## config.mk

```make
export PLATFORM = sky130hd
export DESIGN_NAME = ks_sub_pipe
export DESIGN_NICKNAME = d
export VERILOG_FILES = /design/src/rtl/ks_pkg.sv /design/src/rtl/ks_prefix_stage.sv /design/src/rtl/ks_sub_pipe.sv
export SDC_FILE = /design/constraint.sdc
export NUM_CORES = 1
export LEC_CHECK = 0
export CAP_MARGIN = 20
export CORE_UTILIZATION = 48
export DETAILED_ROUTE_END_ITERATION = 8
export DONT_BUFFER_PORTS = 1
export PLACE_DENSITY = 0.65
export SLEW_MARGIN = 10
export SYNTH_ARGS = -nofsm -noshare
export SYNTH_HDL_FRONTEND = slang
export SYNTH_HIERARCHICAL = 1
export SYNTH_SLANG_ARGS = --single-unit
```

## constraint.sdc

```tcl
create_clock -name clk -period 1.7 [get_ports clk]
set_input_delay 0.34 -clock clk [delete_from_list [all_inputs] [get_ports clk]]
set_output_delay 0.34 -clock clk [all_outputs]
set_load 0.005 [all_outputs]
```

## src/rtl/ks_pkg.sv

```systemverilog
// Shared types and helpers for the pipelined Kogge-Stone subtractor.
package ks_pkg;
  localparam int WIDTH_DEF = 32;

  function automatic int levels_f(input int w);
    return $clog2(w);
  endfunction

  typedef struct packed {
    logic g;
    logic p;
  } gp_t;

  // Prefix combine: higher-order span absorbs the lower-order one.
  function automatic gp_t carry_op(input gp_t hi, input gp_t lo);
    gp_t r;
    r.g = hi.g | (hi.p & lo.g);
    r.p = hi.p & lo.p;
    return r;
  endfunction
endpackage

```

## src/rtl/ks_prefix_stage.sv

```systemverilog
// One registered Kogge-Stone prefix level with its valid bit and sideband.
module ks_prefix_stage
  import ks_pkg::*;
#(
  parameter int WIDTH = WIDTH_DEF,
  parameter int DIST  = 1
) (
  input  logic             clk,
  input  logic             rst_n,
  input  logic             en,
  input  logic             vld,
  input  logic [WIDTH-1:0] g,
  input  logic [WIDTH-1:0] p,
  input  logic [WIDTH-1:0] p0,
  input  logic             xs,
  input  logic             ys,
  output logic             vld_q,
  output logic [WIDTH-1:0] g_q,
  output logic [WIDTH-1:0] p_q,
  output logic [WIDTH-1:0] p0_q,
  output logic             xs_q,
  output logic             ys_q
);
  logic [WIDTH-1:0] gn, pn;

  for (genvar i = 0; i < WIDTH; i++) begin : g_bit
    if (i >= DIST) begin : g_comb
      gp_t hi, lo;
      assign hi = {g[i], p[i]};
      assign lo = {g[i-DIST], p[i-DIST]};
      assign {gn[i], pn[i]} = carry_op(hi, lo);
    end else begin : g_pass
      assign gn[i] = g[i];
      assign pn[i] = p[i];
    end
  end

  always_ff @(posedge clk) begin
    if (!rst_n) begin
      vld_q <= 1'b0;
      g_q   <= '0;
      p_q   <= '0;
      p0_q  <= '0;
      xs_q  <= 1'b0;
      ys_q  <= 1'b0;
    end else if (en) begin
      vld_q <= vld;
      g_q   <= gn;
      p_q   <= pn;
      p0_q  <= p0;
      xs_q  <= xs;
      ys_q  <= ys;
    end
  end
endmodule

```

## src/rtl/ks_sub_pipe.sv

```systemverilog
// Pipelined Kogge-Stone subtractor (x + ~y + 1) with borrow/zero/overflow flags
// on valid/ready streams; the whole pipeline stalls together on backpressure.
module ks_sub_pipe
  import ks_pkg::*;
#(
  parameter  int WIDTH  = WIDTH_DEF,
  localparam int LEVELS = levels_f(WIDTH)
) (
  input  logic             clk,
  input  logic             rst_n,
  input  logic             in_valid,
  output logic             in_ready,
  input  logic [WIDTH-1:0] x,
  input  logic [WIDTH-1:0] y,
  output logic             out_valid,
  input  logic             out_ready,
  output logic [WIDTH-1:0] d,
  output logic             borrow,
  output logic             zero,
  output logic             ovf
);
  logic adv, acc;
  assign adv      = !out_valid | out_ready;
  assign in_ready = adv;
  assign acc      = in_valid & adv;

  logic [LEVELS:0][WIDTH-1:0] g_s, p_s, p0_s;
  logic [LEVELS:0]            xs_s, ys_s;
  logic [LEVELS+1:0]          vld_pipe;

  // Stage 0: bitwise generate/propagate against the inverted subtrahend.
  logic             v0_q, xs0_q, ys0_q;
  logic [WIDTH-1:0] g0_q, p0_q;

  always_ff @(posedge clk) begin
    if (!rst_n) begin
      v0_q  <= 1'b0;
      g0_q  <= '0;
      p0_q  <= '0;
      xs0_q <= 1'b0;
      ys0_q <= 1'b0;
    end else if (adv) begin
      v0_q  <= acc;
      g0_q  <= x & ~y;
      p0_q  <= x ^ ~y;
      xs0_q <= x[WIDTH-1];
      ys0_q <= y[WIDTH-1];
    end
  end

  assign vld_pipe[0] = v0_q;
  assign g_s[0]      = g0_q;
  assign p_s[0]      = p0_q;
  assign p0_s[0]     = p0_q;
  assign xs_s[0]     = xs0_q;
  assign ys_s[0]     = ys0_q;

  for (genvar k = 1; k <= LEVELS; k++) begin : g_lvl
    ks_prefix_stage #(.WIDTH(WIDTH), .DIST(1 << (k - 1))) u_stage (
      .clk   (clk),
      .rst_n (rst_n),
      .en    (adv),
      .vld   (vld_pipe[k-1]),
      .g     (g_s[k-1]),
      .p     (p_s[k-1]),
      .p0    (p0_s[k-1]),
      .xs    (xs_s[k-1]),
      .ys    (ys_s[k-1]),
      .vld_q (vld_pipe[k]),
      .g_q   (g_s[k]),
      .p_q   (p_s[k]),
      .p0_q  (p0_s[k]),
      .xs_q  (xs_s[k]),
      .ys_q  (ys_s[k])
    );
  end

  assign vld_pipe[LEVELS+1] = out_valid;

  // Output stage: carry-in of 1 makes the prefix span (g|p) the carry into each bit.
  logic [WIDTH-1:0] c, d_nxt;
  logic             cout;

  always_comb begin
    c     = {g_s[LEVELS][WIDTH-2:0] | p_s[LEVELS][WIDTH-2:0], 1'b1};
    d_nxt = p0_s[LEVELS] ^ c;
    cout  = g_s[LEVELS][WIDTH-1] | p_s[LEVELS][WIDTH-1];
  end

  always_ff @(posedge clk) begin
    if (!rst_n) begin
      out_valid <= 1'b0;
      d         <= '0;
      borrow    <= 1'b0;
      zero      <= 1'b0;
      ovf       <= 1'b0;
    end else if (adv) begin
      out_valid <= vld_pipe[LEVELS];
      d         <= d_nxt;
      borrow    <= ~cout;
      zero      <= ~|d_nxt;
      ovf       <= (xs_s[LEVELS] ^ ys_s[LEVELS]) & (xs_s[LEVELS] ^ d_nxt[WIDTH-1]);
    end
  end
endmodule

```

==> results of run 1 <==
## sequential cells by signal, indices dropped and copies added (netlist names)
| signal | flops |
|---|---|
| g_lvl.u_stage/vld_q | 5 |
| g_lvl.u_stage/p_q | 160 |
| g_lvl.u_stage/ys_q | 5 |
| p0_q | 32 |
| borrow | 1 |
| g_lvl.u_stage/xs_q | 5 |
| g_lvl.u_stage/g_q | 160 |
| ovf | 1 |
| g0_q | 32 |
| g_lvl.u_stage/p0_q | 160 |
| xs0_q | 1 |
| v0_q | 1 |
| zero | 1 |
| ys0_q | 1 |
| out_valid | 1 |
| d | 32 |
## cells by family after synthesis
family,after synthesis,synth area share [%]
compound gates,537,12.6
simple gates,866,20.2
buf+inv,220,5.31
mux,237,9.96
flops,598,50.2
fa+ha+maj,32,1.68
## worst paths after layout
path,to,slack [ns],cells past startpoint
max,in_ready,-0.13,4
min reg2reg,xs0_q$_SDFFE_PN0N_,0.46,2
min,p0_q[15]$_SDFFE_PN0N_,0.06,3
max reg2reg,g_lvl[3].u_stage/p0_q[22]$_SDFFE_PN0P_,-0.05,7
## repair_timing
item                                   in CTS  in global routing
endpoints found under the hold margin     286                 39
hold buffers                                3                  2
cloned                                      4                  1
resized for setup                           8                 18
pin swaps                                   4                 10
setup buffers                               6                  0
setup endpoints to repair                   2                221
## synthesized netlist by cell type
cell | number | area, µm²
a211oi_1 | 1 | 7.51
a21boi_0 | 95 | 713
a21boi_1 | 3 | 22.5
a21oi_1 | 259 | 1300
a22oi_1 | 11 | 82.6
a22oi_2 | 4 | 50.1
and2_1 | 2 | 12.5
buf_1 | 3 | 11.3
buf_12 | 3 | 60.1
buf_2 | 69 | 345
buf_4 | 27 | 203
buf_6 | 22 | 248
buf_8 | 3 | 45.0
clkbuf_1 | 56 | 210
clkbuf_2 | 3 | 15.0
dfxtp_1 | 598 | 12000
ha_1 | 32 | 400
inv_1 | 34 | 128
mux2i_1 | 237 | 2370
nand2_1 | 296 | 1110
nand3_1 | 31 | 155
nand3b_1 | 130 | 976
nand4_1 | 133 | 832
nor2_1 | 2 | 7.51
nor2b_1 | 239 | 1500
nor3_1 | 1 | 5.00
o211a_1 | 1 | 10.0
o21a_1 | 1 | 7.51
o21ai_0 | 132 | 661
o21ai_1 | 29 | 145
o41ai_1 | 1 | 8.76
or3_1 | 28 | 175
or3_4 | 3 | 33.8
or3b_1 | 1 | 8.76
## layer usage
layer  track usage (%)  share of wire [%]
met5                 0              0.023
met1              32.6                 50
met3              3.29                4.5
met2              33.1                 43
met4              6.87                1.9
## report_power, final
| part | internal, mW | switching [mW] | total (mW) |
|---|---|---|---|
| clock network | 8.33 | 5.54 | 13.9 |
| logic | 0.433 | 0.335 | 0.767 |
| registers | 14.3 | 0.333 | 14.7 |
## final cells by class
type	count	area, µm²	share of cell area, %
Sequential cell	598	12000	44.5
Inverter	34	140	0.521
Clock buffer	103	1980	7.37
Timing Repair inverter	1	8.76	0.0325
Clock inverter	14	139	0.516
Tap cell	664	831	3.09
Multi-Input combinational cell	1672	10700	39.6
Timing Repair Buffer	93	1170	4.35
## through the flow
stage	hold WS (ns)	util (%)	TNS (ns)	setup WS, ns
floorplan	0.440	-	0	0.0122
global placement	0.454	50.0	-0.0703	-0.0703
detailed placement	0.459	50.0	-0.0586	-0.0586
CTS	-0.101	54.7	-3.60	-0.159
global route	0.0454	55.0	-5.47	-0.177
finish	0.0632	55.0	-0.896	-0.132
## critical path: stages (launching register included)
cell	delay, ns
dfxtp_2	0.33
nor2b_4	0.25
inv_12	0.05
buf_16	0.14
buf_16	0.13
==> out/results.txt, run 1 <==
Diode count: 0
Commonest non-fill, non-tap cell in the layout: dfxtp_1
Synth unique cells: 34
Core Footprint: 0.0490 mm²
Fmax: 546 MHz
Layout area overhead: 12.9%
Cell area after placement: 0.0245 mm²
Final Hold Violating Endpoints: 0
Vias in the first global route: 16000
PortBufs: 0
Cts bufs inserted: 66
Syn avg cell area: 9.57 µm²
CP Launch Type: flop
Fin crit period: 1.83 ns
Critical Path End Type: output pin
Seq/Total Area, Yosys: 50.2%
Largest net degree at the start of global routing: 728
CTS clk-pin slew, worst paths: 0.06 ns
Power Total: 29.3 mW
Via count: 17300
Placed cell count: 3048
Crit path from: out_valid$_SDFFE_PN0N_
Synth Register Bits: 598
Worst-Margin Slew: 1.67 ns
First-pass DRT Iterations: 5
Tcrit/Tclk final: 108%
Max-Cap Viols: 0
Yosys warnings: 6
Global Route Usage Sum: 22.1%
RSZ-0062 raised after global routing: true
DRT Wirelength: 56600 µm
Worst EP arrival: 1.49 ns
Status: complete, but fails checks
Gr ovfl total: 0
Die Span Y: 225 µm
Post-Synthesis Net Count: 2590
Drt drc: 0
DR vias/cell: 5.45
FF-to-FF Start: out_valid$_SDFFE_PN0N_
Worst Slack Setup Final: -0.132 ns
Cell Area, Synth: 0.0238 mm²
Fraction of layout instances using a drive strength above 1: 8.39%
Mapped Cells: 2490
Power Density: 1090 mW/mm²
Most frequent cells in the layout: dfxtp_1 (595), nand2_1 (296), a21oi_1 (259)
Largest fanout on the critical path: 5
First DRT Iteration DRCs: 1660
Final ANT Viol Nets: 0
Violated checks: max-slew violations, negative setup slack
# clock sinks: 598
Rows: 81
Final RePlAce weighted congestion: 0.846
Initial antenna violation count: 1
Peak VDD IR: 0.750 mV
Fin area: 0.0269 mm²
Hold Path Class: in2reg
Clock root cell: clkbuf_16
Skew final: 0.0301 ns
Hold path start: x[15]
Non-Filler Instances: 3179
Final Net Count: 2566
Final setup fails: 28
Chip width: 225 µm
Clock Latency Late Sink: 0.60 ns
Req. time, crit path: 1.36 ns
Final Max Tran Viols: 259
CTS tree: yes
Wire length per cell: 17.8 µm
Filler cell count: 4321
HPWL Detailed: 37700 µm
Slew margin rel.: -11.6%
First-pass GRT wire length: 88900 µm
Leakage: 12.0 nW
I/O Pins: 105
Starting Density: 48.7%
Maximum buffer depth of the clock tree: 3
Die Footprint: 0.0505 mm²
H-Tree Depth: 3
Crit Path Class: reg2out
No activity file was read; power rests on OpenSTA's default activity.
==> run 2, diff against run 1 <==
SLEW_MARGIN = 0   (was 10)
==> results of run 2 <==
No change in the layout: final DEF, timing and power equal those of run 1.
==> run 3, diff against run 2 <==
--- a/config.mk
+++ b/config.mk
@@ -6,9 +6,9 @@
 export NUM_CORES = 1
 export LEC_CHECK = 0
-export CAP_MARGIN = 20
 export CORE_UTILIZATION = 48
 export DETAILED_ROUTE_END_ITERATION = 8
 export DONT_BUFFER_PORTS = 1
 export PLACE_DENSITY = 0.65
+export REMOVE_ABC_BUFFERS = 1
 export SLEW_MARGIN = 0
 export SYNTH_ARGS = -nofsm -noshare
==> constraint.sdc (replaced) <==
create_clock -name clk -period 1.7 [get_ports clk]
set_input_delay 0.34 -clock clk [delete_from_list [all_inputs] [get_ports clk]]
set_output_delay 0.34 -clock clk [all_outputs]
set_load 0.01 [all_outputs]
==> run 3 against run 2 <==
The run still ends with max-slew violations, negative setup slack left. Register-to-register slack better by 0.02 ns. Maximum frequency is 0.17% lower. Global-route usage is 0.60 points lower. Count of clock-buffer cells in the layout is 8 lower. Critical path depth stayed put. Clock power is 3% lower. Utilization is 0.73 points higher. Cell count is 1.2% higher.
==> out/results.txt, run 3 (synthesis results as in run 1) <==
Chip width: 225 µm (unchanged)
Commonest non-fill, non-tap cell in the layout: dfxtp_1
Vias in the first global route: 16400 (+2.3%)
Via count: 17200 (-0.64%)
Diode count: 0 (unchanged)
CP Launch Type: flop
First-pass DRT Iterations: 5 (unchanged)
Clock root cell: clkbuf_16
Fmax: 545 MHz (-0.17%)
Cts bufs inserted: 59 (-11%)
Violated checks: max-slew violations, negative setup slack
Die Span Y: 225 µm (unchanged)
Worst EP arrival: 1.50 ns (about the same)
Slew margin rel.: -36.4% (-25 points)
Largest fanout on the critical path: 6 (+1)
Fin crit period: 1.84 ns (+0.00316 ns)
Worst-Margin Slew: 2.05 ns (+0.372 ns)
Worst hold endpoint: g0_q[14]$_SDFFE_PN0N_
Clock Latency Late Sink: 0.61 ns (about the same)
Share of power burned in registers: 50.6% (+0.6 points)
Initial antenna violation count: 0 (-1)
FF-to-FF setup slack: -0.03 ns (+0.02 ns)
DRT Wirelength: 55400 µm (-2.0%)
Sw power: 6.03 mW (-2.9%)
Gr ovfl total: 0 (unchanged)
Final setup fails: 2 (-93%)
I/O Pins: 105 (unchanged)
Clock group share of total power: 46.7% (-0.6 points)
Final ANT Viol Nets: 0 (unchanged)
Rows: 81 (unchanged)
Max-Cap Viols: 0 (unchanged)
Peak VDD IR: 0.733 mV (-2.2%)
Leakage: 12.2 nW (+2.1%)
DR vias/cell: 5.35 (-1.8%)
Largest net degree at the start of global routing: 649 (-11%)
FF-to-FF Start: g_lvl[5].u_stage/p_q[9]$_SDFFE_PN0P_
Int Pwr: 22.9 mW (-1.0%)
Critical Path End Type: output pin
Status: complete, but fails checks
Die Footprint: 0.0505 mm² (unchanged)
Crit Path Class: reg2out
Switching share of total power: 20.9% (-0.31 points)
R2R depth: 5 (-2)
RSZ-0062 raised after global routing: true
Final Net Count: 2607 (+1.6%)
Comb power frac: 2.6% (about the same)
Skew final: 0.0206 ns (-0.00948 ns)
Filler cell count: 4349 (+0.65%)
Hold path start: x[14]
H-Tree Depth: 2 (-1)
Global Route Usage Sum: 21.5% (-0.60 points)
Worst R2R End: zero$_SDFFE_PN0N_
Power Total: 28.9 mW (-1.4%)
PortBufs: 0 (unchanged)
First DRT Iteration DRCs: 1356 (-18%)
Maximum buffer depth of the clock tree: 3 (unchanged)
Final RePlAce weighted congestion: 0.823 (-2.7%)
CTS clk-pin slew, worst paths: 0.06 ns (about the same)
HPWL Detailed: 35500 µm (-5.8%)
Final Hold Violating Endpoints: 0 (unchanged)
Worst hold stages: 3 (unchanged)
Hold Path Class: in2reg
Biggest regs: g_lvl.u_stage/g_q x160, g_lvl.u_stage/p0_q x160, g_lvl.u_stage/p_q x160
Core Footprint: 0.0490 mm² (unchanged)
Area of the multi-input gates: 0.0107 mm² (about the same)
Tcrit/Tclk final: 108% (+0.19 points)
# clock sinks: 598 (unchanged)
Register area: 0.0120 mm² (unchanged)
Drt drc: 0 (unchanged)
Req. time, crit path: 1.36 ns (about the same)
Layout area overhead: 14.4%
CTS tree: yes
Worst Slack Setup Final: -0.135 ns (-0.00316 ns)
Fraction of layout instances using a drive strength above 1: 10.0% (+1.6 points)
Starting Density: 48.7% (unchanged)
Wire length per cell: 17.2 µm (-3.2%)
Power Density: 1060 mW/mm² (-2.7%)
Most frequent cells in the layout: dfxtp_1 (595), nand2_1 (296), a21oi_1 (259)
First-pass GRT wire length: 87800 µm (-1.2%)
Final Max Tran Viols: 269 (+3.9%)
Util after Layout: 55.7% (+0.73 points)
-- run 3: layout make-up --
cell class | count | share of cell area (%)
Clock buffer | 95 | 6.73
Inverter | 34 | 0.496
Clock inverter | 13 | 0.730
Sequential cell | 598 | 43.9
Multi-Input combinational cell | 1672 | 39.1
Timing Repair Buffer | 142 | 5.99
Tap cell | 664 | 3.05
-- run 3: worst max path at each step --
| stage | startpoint | to | cells past startpoint |
|---|---|---|---|
| floorplan | out_valid$_SDFFE_PN0N_ | g_lvl[1].u_stage/g_q[10]$_SDFFE_PN0P_ | 4 |
| global placement | g_lvl[5].u_stage/p_q[1]$_SDFFE_PN0P_ | zero$_SDFFE_PN0N_ | 5 |
| detailed placement | g_lvl[5].u_stage/p_q[25]$_SDFFE_PN0P_ | zero$_SDFFE_PN0N_ | 5 |
| CTS | out_valid$_SDFFE_PN0N_ | in_ready | 4 |
| global route | out_valid$_SDFFE_PN0N_ | in_ready | 4 |
| finish | out_valid$_SDFFE_PN0N_ | in_ready | 4 |
-- run 3: worst max-delay path: stages, from the launching register on --
cell and delay, ns:
dfxtp_2 0.32, nor2b_4 0.21, inv_8 0.06, buf_16 0.14, buf_16 0.14
-- run 3: per-stage QoR --
| step | cell area, µm² | hold slack (ns) | worst slack (ns) | setup TNS, ns | std cells |
|---|---|---|---|---|---|
| after floorplan | 22700 | 0.440 | -22.08 | - | 2304 |
| after global placement | 24700 | 0.450 | -0.0173 | -0.0173 | 3085 |
| after detailed placement | 24700 | 0.458 | -0.0415 | -0.0415 | 3085 |
| after CTS | 27000 | -0.0627 | -0.176 | -2.91 | 3206 |
| after global routing | 27300 | 0.0375 | -0.188 | -1.75 | 3218 |
| final | 27300 | 0.0448 | -0.135 | -0.163 | 3218 |
-- run 3: what timing repair did --
item / in CTS / in global routing
pin swaps: 5 / 6
hold endpoints to repair: 80 / 0
setup endpoints to repair: 2 / 225
setup buffers: 6 / 5
resized for setup: 15 / 34
hold buffers: 4 / 0
cloned: 3 / 7
-- run 3: power groups by stage --
stage	Clock (mW)	Sequential, mW	Combinational [mW]
2_1_floorplan	0	14.8	0.604
3_3_place_gp	0	14.9	0.666
3_5_place_dp	0	14.9	0.690
4_1_cts	13.8	14.6	0.743
5_1_grt	14.3	14.6	0.856
6_report	13.5	14.6	0.764
-- run 3: routing by layer --
metal  wire length [µm]  GRT usage, %  vias to the layer above  part of all wire (%)
li1                   -             -                     8726                     -
met1              26400          29.9                     8114                    48
met2              25600          34.7                      288                    46
met3               2150          2.81                       79                   3.9
met4               1330          6.76                        0                   2.4
met5                  0             0                        -                     0
